**src/rtl/vga_timing_pkg.sv**
```systemverilog
// Shared types and default 640x480 @ 25 MHz timing for the VGA timing generator.
package vga_timing_pkg;

  // Phase of one axis within its line (horizontal) or frame (vertical).
  typedef enum logic [1:0] {
    PhActive,
    PhFront,
    PhSync,
    PhBack
  } phase_e;

  localparam int unsigned DefHActive = 640;
  localparam int unsigned DefHFront  = 16;
  localparam int unsigned DefHSync   = 96;
  localparam int unsigned DefHBack   = 48;
  localparam int unsigned DefVActive = 480;
  localparam int unsigned DefVFront  = 10;
  localparam int unsigned DefVSync   = 2;
  localparam int unsigned DefVBack   = 33;

  // Length of one axis period.
  function automatic int unsigned axis_total(int unsigned active, int unsigned front,
                                             int unsigned sync, int unsigned back);
    return active + front + sync + back;
  endfunction

endpackage

```
**src/rtl/vga_axis_counter.sv**
```systemverilog
// One timing axis: position counter, phase FSM and registered sync level.
// Zero-length porches are skipped by the phase transitions.
module vga_axis_counter
  import vga_timing_pkg::*;
#(
  parameter int unsigned ACTIVE = DefHActive,
  parameter int unsigned FRONT  = DefHFront,
  parameter int unsigned SYNC   = DefHSync,
  parameter int unsigned BACK   = DefHBack,
  parameter bit          POL    = 1'b0
) (
  input  logic                                                     i_Clk,
  input  logic                                                     i_Reset,
  input  logic                                                     i_Step,
  output logic [$clog2(axis_total(ACTIVE, FRONT, SYNC, BACK))-1:0] count,
  output phase_e                                                   phase,
  output phase_e                                                   phase_next,
  output logic                                                     sync,
  output logic                                                     wrap
);

  localparam int unsigned Total     = axis_total(ACTIVE, FRONT, SYNC, BACK);
  localparam int unsigned W         = $clog2(Total);
  localparam int unsigned SyncStart = ACTIVE + FRONT;
  localparam int unsigned SyncEnd   = SyncStart + SYNC;
  localparam logic [W-1:0] Last     = W'(Total - 1);

  logic [W-1:0] count_q, count_d;
  phase_e       phase_q, phase_d;
  logic         sync_q;
  logic         at_last;

  assign at_last = (count_q == Last);
  assign wrap    = i_Step && at_last;

  // Next position and phase; phase moves when the next count lands on a boundary.
  always_comb begin
    count_d = count_q;
    phase_d = phase_q;
    if (i_Step) begin
      count_d = at_last ? '0 : count_q + 1'b1;
      unique case (phase_q)
        PhActive: if (32'(count_d) == ACTIVE) phase_d = (FRONT != 0) ? PhFront : PhSync;
        PhFront:  if (32'(count_d) == SyncStart) phase_d = PhSync;
        // With BACK == 0 the count wraps straight out of sync into active.
        PhSync: begin
          if (32'(count_d) == SyncEnd) phase_d = PhBack;
          else if (count_d == '0)      phase_d = PhActive;
        end
        PhBack:   if (count_d == '0) phase_d = PhActive;
        default:  phase_d = PhBack;
      endcase
    end
  end

  // State registers; sync is registered from the next phase so it tracks the count.
  always_ff @(posedge i_Clk or posedge i_Reset) begin
    if (i_Reset) begin
      count_q <= Last;
      phase_q <= PhBack;
      sync_q  <= ~POL;
    end else begin
      count_q <= count_d;
      phase_q <= phase_d;
      sync_q  <= (phase_d == PhSync) ? POL : ~POL;
    end
  end

  assign count      = count_q;
  assign phase      = phase_q;
  assign phase_next = phase_d;
  assign sync       = sync_q;

endmodule

```
**src/rtl/vga_timing_gen.sv**
```systemverilog
// VGA timing generator: horizontal and vertical axis counters plus registered
// active / line-start / frame-start flags, all describing the same position.
module vga_timing_gen
  import vga_timing_pkg::*;
#(
  parameter int unsigned H_ACTIVE = DefHActive,
  parameter int unsigned H_FRONT  = DefHFront,
  parameter int unsigned H_SYNC   = DefHSync,
  parameter int unsigned H_BACK   = DefHBack,
  parameter int unsigned V_ACTIVE = DefVActive,
  parameter int unsigned V_FRONT  = DefVFront,
  parameter int unsigned V_SYNC   = DefVSync,
  parameter int unsigned V_BACK   = DefVBack,
  parameter bit          H_POL    = 1'b0,
  parameter bit          V_POL    = 1'b0
) (
  input  logic                                                        i_Clk,
  input  logic                                                        i_Reset,
  input  logic                                                        i_Enable,
  output logic                                                        o_HSync,
  output logic                                                        o_VSync,
  output logic                                                        o_Active,
  output logic                                                        o_Line_Start,
  output logic                                                        o_Frame_Start,
  output logic [$clog2(axis_total(H_ACTIVE, H_FRONT, H_SYNC, H_BACK))-1:0] o_Col_Count,
  output logic [$clog2(axis_total(V_ACTIVE, V_FRONT, V_SYNC, V_BACK))-1:0] o_Row_Count
);

  phase_e h_phase, h_phase_next, v_phase, v_phase_next;
  logic   h_sync, v_sync, h_wrap, v_wrap;
  logic   active_d, active_q, line_start_q, frame_start_q;

  vga_axis_counter #(
    .ACTIVE (H_ACTIVE),
    .FRONT  (H_FRONT),
    .SYNC   (H_SYNC),
    .BACK   (H_BACK),
    .POL    (H_POL)
  ) u_h_axis (
    .i_Clk      (i_Clk),
    .i_Reset    (i_Reset),
    .i_Step     (i_Enable),
    .count      (o_Col_Count),
    .phase      (h_phase),
    .phase_next (h_phase_next),
    .sync       (h_sync),
    .wrap       (h_wrap)
  );

  // Rows advance only on the column wrap.
  vga_axis_counter #(
    .ACTIVE (V_ACTIVE),
    .FRONT  (V_FRONT),
    .SYNC   (V_SYNC),
    .BACK   (V_BACK),
    .POL    (V_POL)
  ) u_v_axis (
    .i_Clk      (i_Clk),
    .i_Reset    (i_Reset),
    .i_Step     (h_wrap),
    .count      (o_Row_Count),
    .phase      (v_phase),
    .phase_next (v_phase_next),
    .sync       (v_sync),
    .wrap       (v_wrap)
  );

  // Visible when both axes will be in their active phase after this edge.
  always_comb begin
    active_d = (h_phase == PhActive) && (v_phase == PhActive);
    if (i_Enable) active_d = (h_phase_next == PhActive) && (v_phase_next == PhActive);
  end

  // Flag registers; start pulses only on an advancing edge that wraps.
  always_ff @(posedge i_Clk or posedge i_Reset) begin
    if (i_Reset) begin
      active_q      <= 1'b0;
      line_start_q  <= 1'b0;
      frame_start_q <= 1'b0;
    end else begin
      active_q      <= active_d;
      line_start_q  <= h_wrap;
      frame_start_q <= h_wrap && v_wrap;
    end
  end

  assign o_HSync       = h_sync;
  assign o_VSync       = v_sync;
  assign o_Active      = active_q;
  assign o_Line_Start  = line_start_q;
  assign o_Frame_Start = frame_start_q;

endmodule
```
**config.mk**
```make
export PLATFORM = sky130hd
export DESIGN_NAME = vga_timing_gen
export DESIGN_NICKNAME = d
export VERILOG_FILES = /design/src/rtl/vga_timing_pkg.sv /design/src/rtl/vga_axis_counter.sv /design/src/rtl/vga_timing_gen.sv
export SDC_FILE = /design/constraint.sdc
export NUM_CORES = 1
export LEC_CHECK = 0
export CORE_ASPECT_RATIO = 0.7
export CORE_MARGIN = 2
export CORE_UTILIZATION = 49
export CTS_CLUSTER_SIZE = 24
export DETAILED_ROUTE_END_ITERATION = 16
export GPL_TIMING_DRIVEN = 0
export PLACE_DENSITY = 0.81
export SKIP_LAST_GASP = 1
export SLEW_MARGIN = 25
export SYNTH_ARGS = -nofsm -noshare
export SYNTH_HDL_FRONTEND = slang
export SYNTH_HIERARCHICAL = 1
export SYNTH_SLANG_ARGS = --single-unit
```
**constraint.sdc**
```tcl
create_clock -name i_Clk -period 3.17 [get_ports i_Clk]
set_clock_uncertainty 0.2 [all_clocks]
set_input_delay 0.634 -clock i_Clk [delete_from_list [all_inputs] [get_ports i_Clk]]
set_output_delay 0.634 -clock i_Clk [all_outputs]
set_load 0.01 [all_outputs]
```
; Word-level counts from Yosys, hierarchy flattened
; Cells that the tools add are included.
[totals]
regBits = 29
inputBits = 3
output_inout_bits = 25
wordCells = 55
[op_classes]
addsub = 2
eq_ne = 16
muxes = 17
n_reduce_logical = 11
[op_table]
columns = op, count
row1 = "10-bit equality test, second input constant", 5
row2 = "10-bit by 9-bit equality test with 1-bit output, second input constant", 3
row3 = "10-bit by 1-bit adder with 10-bit output, second input constant", 2
row4 = 10-bit zero test, 2
row5 = 10-bit 2-to-1 mux, 2
row6 = 2-bit 2-to-1 mux, 10
row7 = 2-bit one-hot mux with 4 select lines, 2
row8 = "2-bit equality test, second input constant", 6
row9 = 2-bit zero test, 4
row10 = 1-bit logical AND, 5
row11 = "2-bit by 1-bit equality test with 1-bit output, second input constant", 2
row12 = 1-bit 2-to-1 mux, 3

; Longest topological paths before layout
[depth]
word_depth = 10
mapped_depth = 11

; By module
; Netlist, hierarchy kept.
[modules_own_cells]
columns = module, instances, cells_each, area_each_um2, seq_area_each_um2
row1 = vga_axis_counter at u_v_axis, 1, 108, 965.9, 332.8
row2 = vga_axis_counter at u_h_axis, 1, 101, 922.1, 337.8
row3 = vga_timing_gen, 1, 8, 108.9, 75.1

; Worst setup path after synthesis
; Ideal clock, no wire load.
[synth_timing]
path_kind = register -> register
from = register u_h_axis.count_q[0] (netlist: u_h_axis/count[0])
to = register active_q (netlist: o_Active)
setup_ns = 0.082
arrival_ns = 2.861
path_slack_ns = 0.027
path_stages_with_launch = 11
path_buffers = 0
cell_sequence = dfstp_2 -> ha_1 -> nand4_1 -> o21a_1 -> o31ai_1 -> nand4_1 -> o311a_1 -> a311oi_2 -> nand2b_1 -> or4b_1 -> o22ai_1
[synth_between]
elab_chain_cells = 10
[synth_lines]
columns = element, line
row1 = start: declaration, vga_axis_counter.sv:28  ; logic [W-1:0] count_q, count_d;
row2 = start signal: assignment, vga_axis_counter.sv:59  ; count_q <= Last;
row3 = start signal: assignment, vga_axis_counter.sv:63  ; count_q <= count_d;
row4 = 10-bit by 1-bit adder with 10-bit output or 10-bit equality test (tied branches), "vga_axis_counter.sv:41, vga_axis_counter.sv:33"
row5 = 10-bit 2-to-1 mux *, vga_axis_counter.sv:41  ; count_d = at_last ? '0 : count_q + 1'b1;
row6 = 10-bit zero test, "vga_axis_counter.sv:48, vga_axis_counter.sv:50"
row7 = 2-bit 2-to-1 mux, "vga_axis_counter.sv:48, vga_axis_counter.sv:50"
row8 = 2-bit 2-to-1 mux, vga_axis_counter.sv:47  ; if (32'(count_d) == SyncEnd) phase_d = PhBack;
row9 = 2-bit one-hot mux with 4 select lines *, vga_axis_counter.sv:42  ; unique case (phase_q)
row10 = 2-bit 2-to-1 mux *, vga_axis_counter.sv:40  ; if (i_Step) begin
row11 = via h_phase_next[0], vga_timing_gen.sv:29  ; phase_e h_phase, h_phase_next, v_phase, v_phase_next;
row12 = 2-bit zero test *, vga_timing_gen.sv:71  ; if (i_Enable) active_d = (h_phase_next == PhActive) && (v_phase_next == PhActive);
row13 = 1-bit logical AND *, vga_timing_gen.sv:71
row14 = 1-bit 2-to-1 mux *, vga_timing_gen.sv:71
row15 = via active_d, vga_timing_gen.sv:31  ; logic active_d, active_q, line_start_q, frame_start_q;
row16 = end signal: assignment, vga_timing_gen.sv:81  ; active_q <= active_d;
row17 = end: declaration, vga_timing_gen.sv:31
; The timed path passes the listed nets; every way through them passes the cells marked *.
; A chain may end at the register's enable or synchronous reset.

; Worst setup path in the final report
[layout_timing]
from = register u_v_axis.count_q[3] (netlist: u_v_axis/count[3])
to = register active_q (netlist: o_Active)
[layout_between]
elab_chain_cells = 10
[layout_lines]
columns = element, line
row1 = start: declaration, vga_axis_counter.sv:28
row2 = start signal: assignment, vga_axis_counter.sv:59
row3 = start signal: assignment, vga_axis_counter.sv:63
row4 = 10-bit by 1-bit adder with 10-bit output or 10-bit equality test (tied branches), "vga_axis_counter.sv:41, vga_axis_counter.sv:33"
row5 = 10-bit 2-to-1 mux *, vga_axis_counter.sv:41
row6 = 10-bit zero test, "vga_axis_counter.sv:48, vga_axis_counter.sv:50"
row7 = 2-bit 2-to-1 mux, "vga_axis_counter.sv:48, vga_axis_counter.sv:50"
row8 = 2-bit 2-to-1 mux, vga_axis_counter.sv:47
row9 = 2-bit one-hot mux with 4 select lines *, vga_axis_counter.sv:42
row10 = 2-bit 2-to-1 mux *, vga_axis_counter.sv:40
row11 = via v_phase_next[0], vga_timing_gen.sv:29
row12 = 2-bit zero test *, vga_timing_gen.sv:71
row13 = 1-bit logical AND *, vga_timing_gen.sv:71
row14 = 1-bit 2-to-1 mux *, vga_timing_gen.sv:71
row15 = via active_d, vga_timing_gen.sv:31
; Marks and branches as above.

==> results.toml <==
[cts]
clkLatencyLatePin_ns = 0.29
cts_made_buffers = 5
cts_tree = "built"
cts_hold_buf = 0
clock_path_buffers = 2
clock_sinks = 29
cts_root_buffer = "clkbuf_8"
cts_max_level = 2
clk_pin_slew_ns = 0.07

[min_path]
hp-start = "u_h_axis/count[8]$_DFFE_PP1P_"
min_to = "u_h_axis/count[8]$_DFFE_PP1P_"
holdPathStages = 2
worstHoldPathType = "register to register"

[critical_path]
crit_slowest_cell = "dfstp_2"
path_class = "register to register"
path_cells = "buf_4, nand4_4, or4_4, a2111oi_4, o2111ai_2, and2_1, o22a_1, or4b_4, o22ai_2"
worstPathMaxFanout = 9
max_stage_delay_ns = 0.55
r2r_slack_ns = -0.11
r2r_cells = 9
arrival_ns = 3.29
r2r-start = "u_v_axis/count[3]$_DFFE_PP1P_"
critPathLaunchType = "register"
required_ns = 3.17
r2r_end = "o_Active$_DFF_PP0_"
crit_path_end_kind = "register"

[outcome]
status = "finished, violations left"
violations = "negative setup slack"

[route]
ant_nets = 0
drtIter0Drc = 250
first_pass_iters = 6
vias_per_cell = 5.88
drc = 0
wirelength_mm = 5.42
vias = 1927
avgRoutedWirePerCell_um = 16.5

[layout]
layout-drive-gt1-share_pct = 32.2
seqCellArea_um2 = 748
final_nets = 281
antenna_cells = 0
utilization_pct = 69.1
multi_input_area_mm2 = 0.00121
final_cells = 328
area_growth_pct = 35.7
fin_area_mm2 = 0.00271
nFillCells = 287

[global_route]
grt_start_max_net_pins = 14
grt-ovfl-total = 0
grt_pass1_vias = 1768
grtUsageTotal_pct = 24.3
grt_pass1_wl_mm = 8.54
antenna_found_initial = 0

[pwr]
switchingPower_uw = 473
p_int_uw = 900
total_power_uw = 1370
peakVddDrop_mv = 0.594
p_seq_share_pct = 35.8
cellLeakagePower_uw = 0.00102
power_switching_share_pct = 34.4
p_comb_share_pct = 38.5
cellPowerDensity_mw_per_mm2 = 507
pwr-share-clk_pct = 25.7

[logic_synthesis]
synth.top_cell.area_share_pct = 21.1
synth_top_cell_by_area = "dfstp_2"
synthTopCellsByArea = "dfstp_2, dfrtp_1, xnor2_1"
synthCells = 217
synth_enable_flop_cells = 0
netlist-cell-type-count = 65
ys_ff_latch = 29
ys.flop_type = "dfstp_2"
synth_most_common_cell = "nand2_1"
ys_top_cells_by_count = "nand2_1, dfstp_2, xnor2_1"
ys_warn_count = 6
syn_area_per_cell_um2 = 9.20
synth-seq-area-share_pct = 37.3
synthArstFlopShare_pct = 100
synth_area_mm2 = 0.00200
syn-num-nets = 223

[placement]
placed_cells = 296
finalWeightedCongestion = 0.938
place_area_mm2 = 0.00233
dp_hpwl_mm = 3.23
io_buffers = 27
place_ws_ns = -0.888

[floorplanning]
die_y_um = 57.4
num_io_pins = 28
initial_core_util_pct = 50.9
dieArea_mm2 = 0.00461
die_w_um = 80.3
core_area_mm2 = 0.00392
rows = 19

[timing]
slew_headroom_pct = 61.0
period_share_pct = 104
finalSetupViolCount = 1
fin_ws_ns = -0.114
layout_min_cycle_time_ns = 3.28
tightest_slew_ns = 0.585
hold_viol = 0
fmax_ghz = 0.305
drv_slew = 0
grt_setup_unrepaired = "true"

[flow_run]
maxCapViolations = 0
[area by class of cell]
class / count / share of cell area [%]
sequential: 29 / 27.6
clock buffer: 7 / 3.56
tap: 52 / 2.40
clock inverter: 1 / 0.185
multi-input combinational: 164 / 44.7
timing repair buffer: 52 / 16.9
buffer: 12 / 3.09
inverter: 11 / 1.52
[power by group through the flow]
| stage | registers [µW] | clock network, µW | logic [µW] |
|---|---|---|---|
| 2_1_floorplan | 508 | 0 | 249 |
| 3_3_place_gp | 493 | 0 | 393 |
| 3_5_place_dp | 496 | 0 | 402 |
| 4_1_cts | 485 | 353 | 472 |
| 5_1_grt | 499 | 378 | 565 |
| 6_report | 491 | 353 | 529 |
[flip-flops by register name, summed over array words and instances, names as in the netlist]
register	flops
u_h_axis/count	10
u_v_axis/count	10
u_h_axis/phase	2
u_v_axis/phase	2
o_Active	1
o_Frame_Start	1
o_Line_Start	1
u_h_axis/sync	1
u_v_axis/sync	1
[per-layer routing]
metal | vias up | wire length (µm) | track usage [%]
li1 | 910 | - | -
met1 | 906 | 2390 | 33.9
met2 | 100 | 2490 | 36.5
met3 | 11 | 479 | 7.91
met4 | 0 | 62 | 6.78
met5 | - | 0 | 0
[how the worst max path moves through the flow]
| stage | start | endpoint | slack [ns] | depth (start not counted) |
|---|---|---|---|---|
| floorplan | u_h_axis/count[0]$_DFFE_PP1P_ | o_Active$_DFF_PP0_ | 0.03 | 10 |
| global placement | i_Enable | o_Active$_DFF_PP0_ | -0.85 | 11 |
| detailed placement | i_Enable | o_Active$_DFF_PP0_ | -0.89 | 11 |
| CTS | u_v_axis/count[3]$_DFFE_PP1P_ | o_Active$_DFF_PP0_ | 0.0007 | 9 |
| global route | u_h_axis/count[1]$_DFFE_PP1P_ | o_Active$_DFF_PP0_ | -0.23 | 13 |
| finish | u_v_axis/count[3]$_DFFE_PP1P_ | o_Active$_DFF_PP0_ | -0.11 | 9 |
[layout by cell type (no fill, tap or decap), drive strengths merged, types with 2 or more instances in the layout]
cell            n
a211oi          2
a21o            2
a21oi           5
a31o            2
a31oi           4
and2            3
and4            2
buf            33
clkbuf         11
clkdlybuf4s50  27
dfrtp          13
dfstp          16
ha              3
inv            11
nand2          22
nand2b          3
nand3          13
nand3b          2
nand4           7
nor2           10
nor2b           4
nor3            8
nor4            5
o21ai          15
o31ai           3
or2             2
or3             3
or4             3
or4b            2
xnor2          16
xor2            4
[cell families after synthesis]
kind of cell | share of synthesized area [%]
AOI/OAI and AO/OA | 17.9
xor gates and xnor gates | 8.77
adders and majority gates | 1.88
buffers and inverters | 5.89
DFF | 37.3
muxes | 1.07
and+or+nand+nor | 27.2
[stage by stage]
stage                     TNS (ns)  hold WS [ns]
after global routing        -0.227         0.371
after floorplan                  0         0.188
after detailed placement     -2.49         0.313
after global placement       -2.18         0.305
after CTS                        0         0.325
final                       -0.114         0.334
[worst max-delay path: cells and delay by family, from the launching register on]
family,cells,cell delay (ns)
DFF,1,0.55
buffers and inverters,1,0.17
and+or+nand+nor,4,1.39
AOI/OAI and AO/OA,4,0.89
[what timing repair did]
action                     CTS  global route
buffers inserted            20             5
gates resized for setup     13            11
setup endpoints to repair    2             1
pin swaps                    8            11
Note: power is estimated with default switching activity, not from simulation.
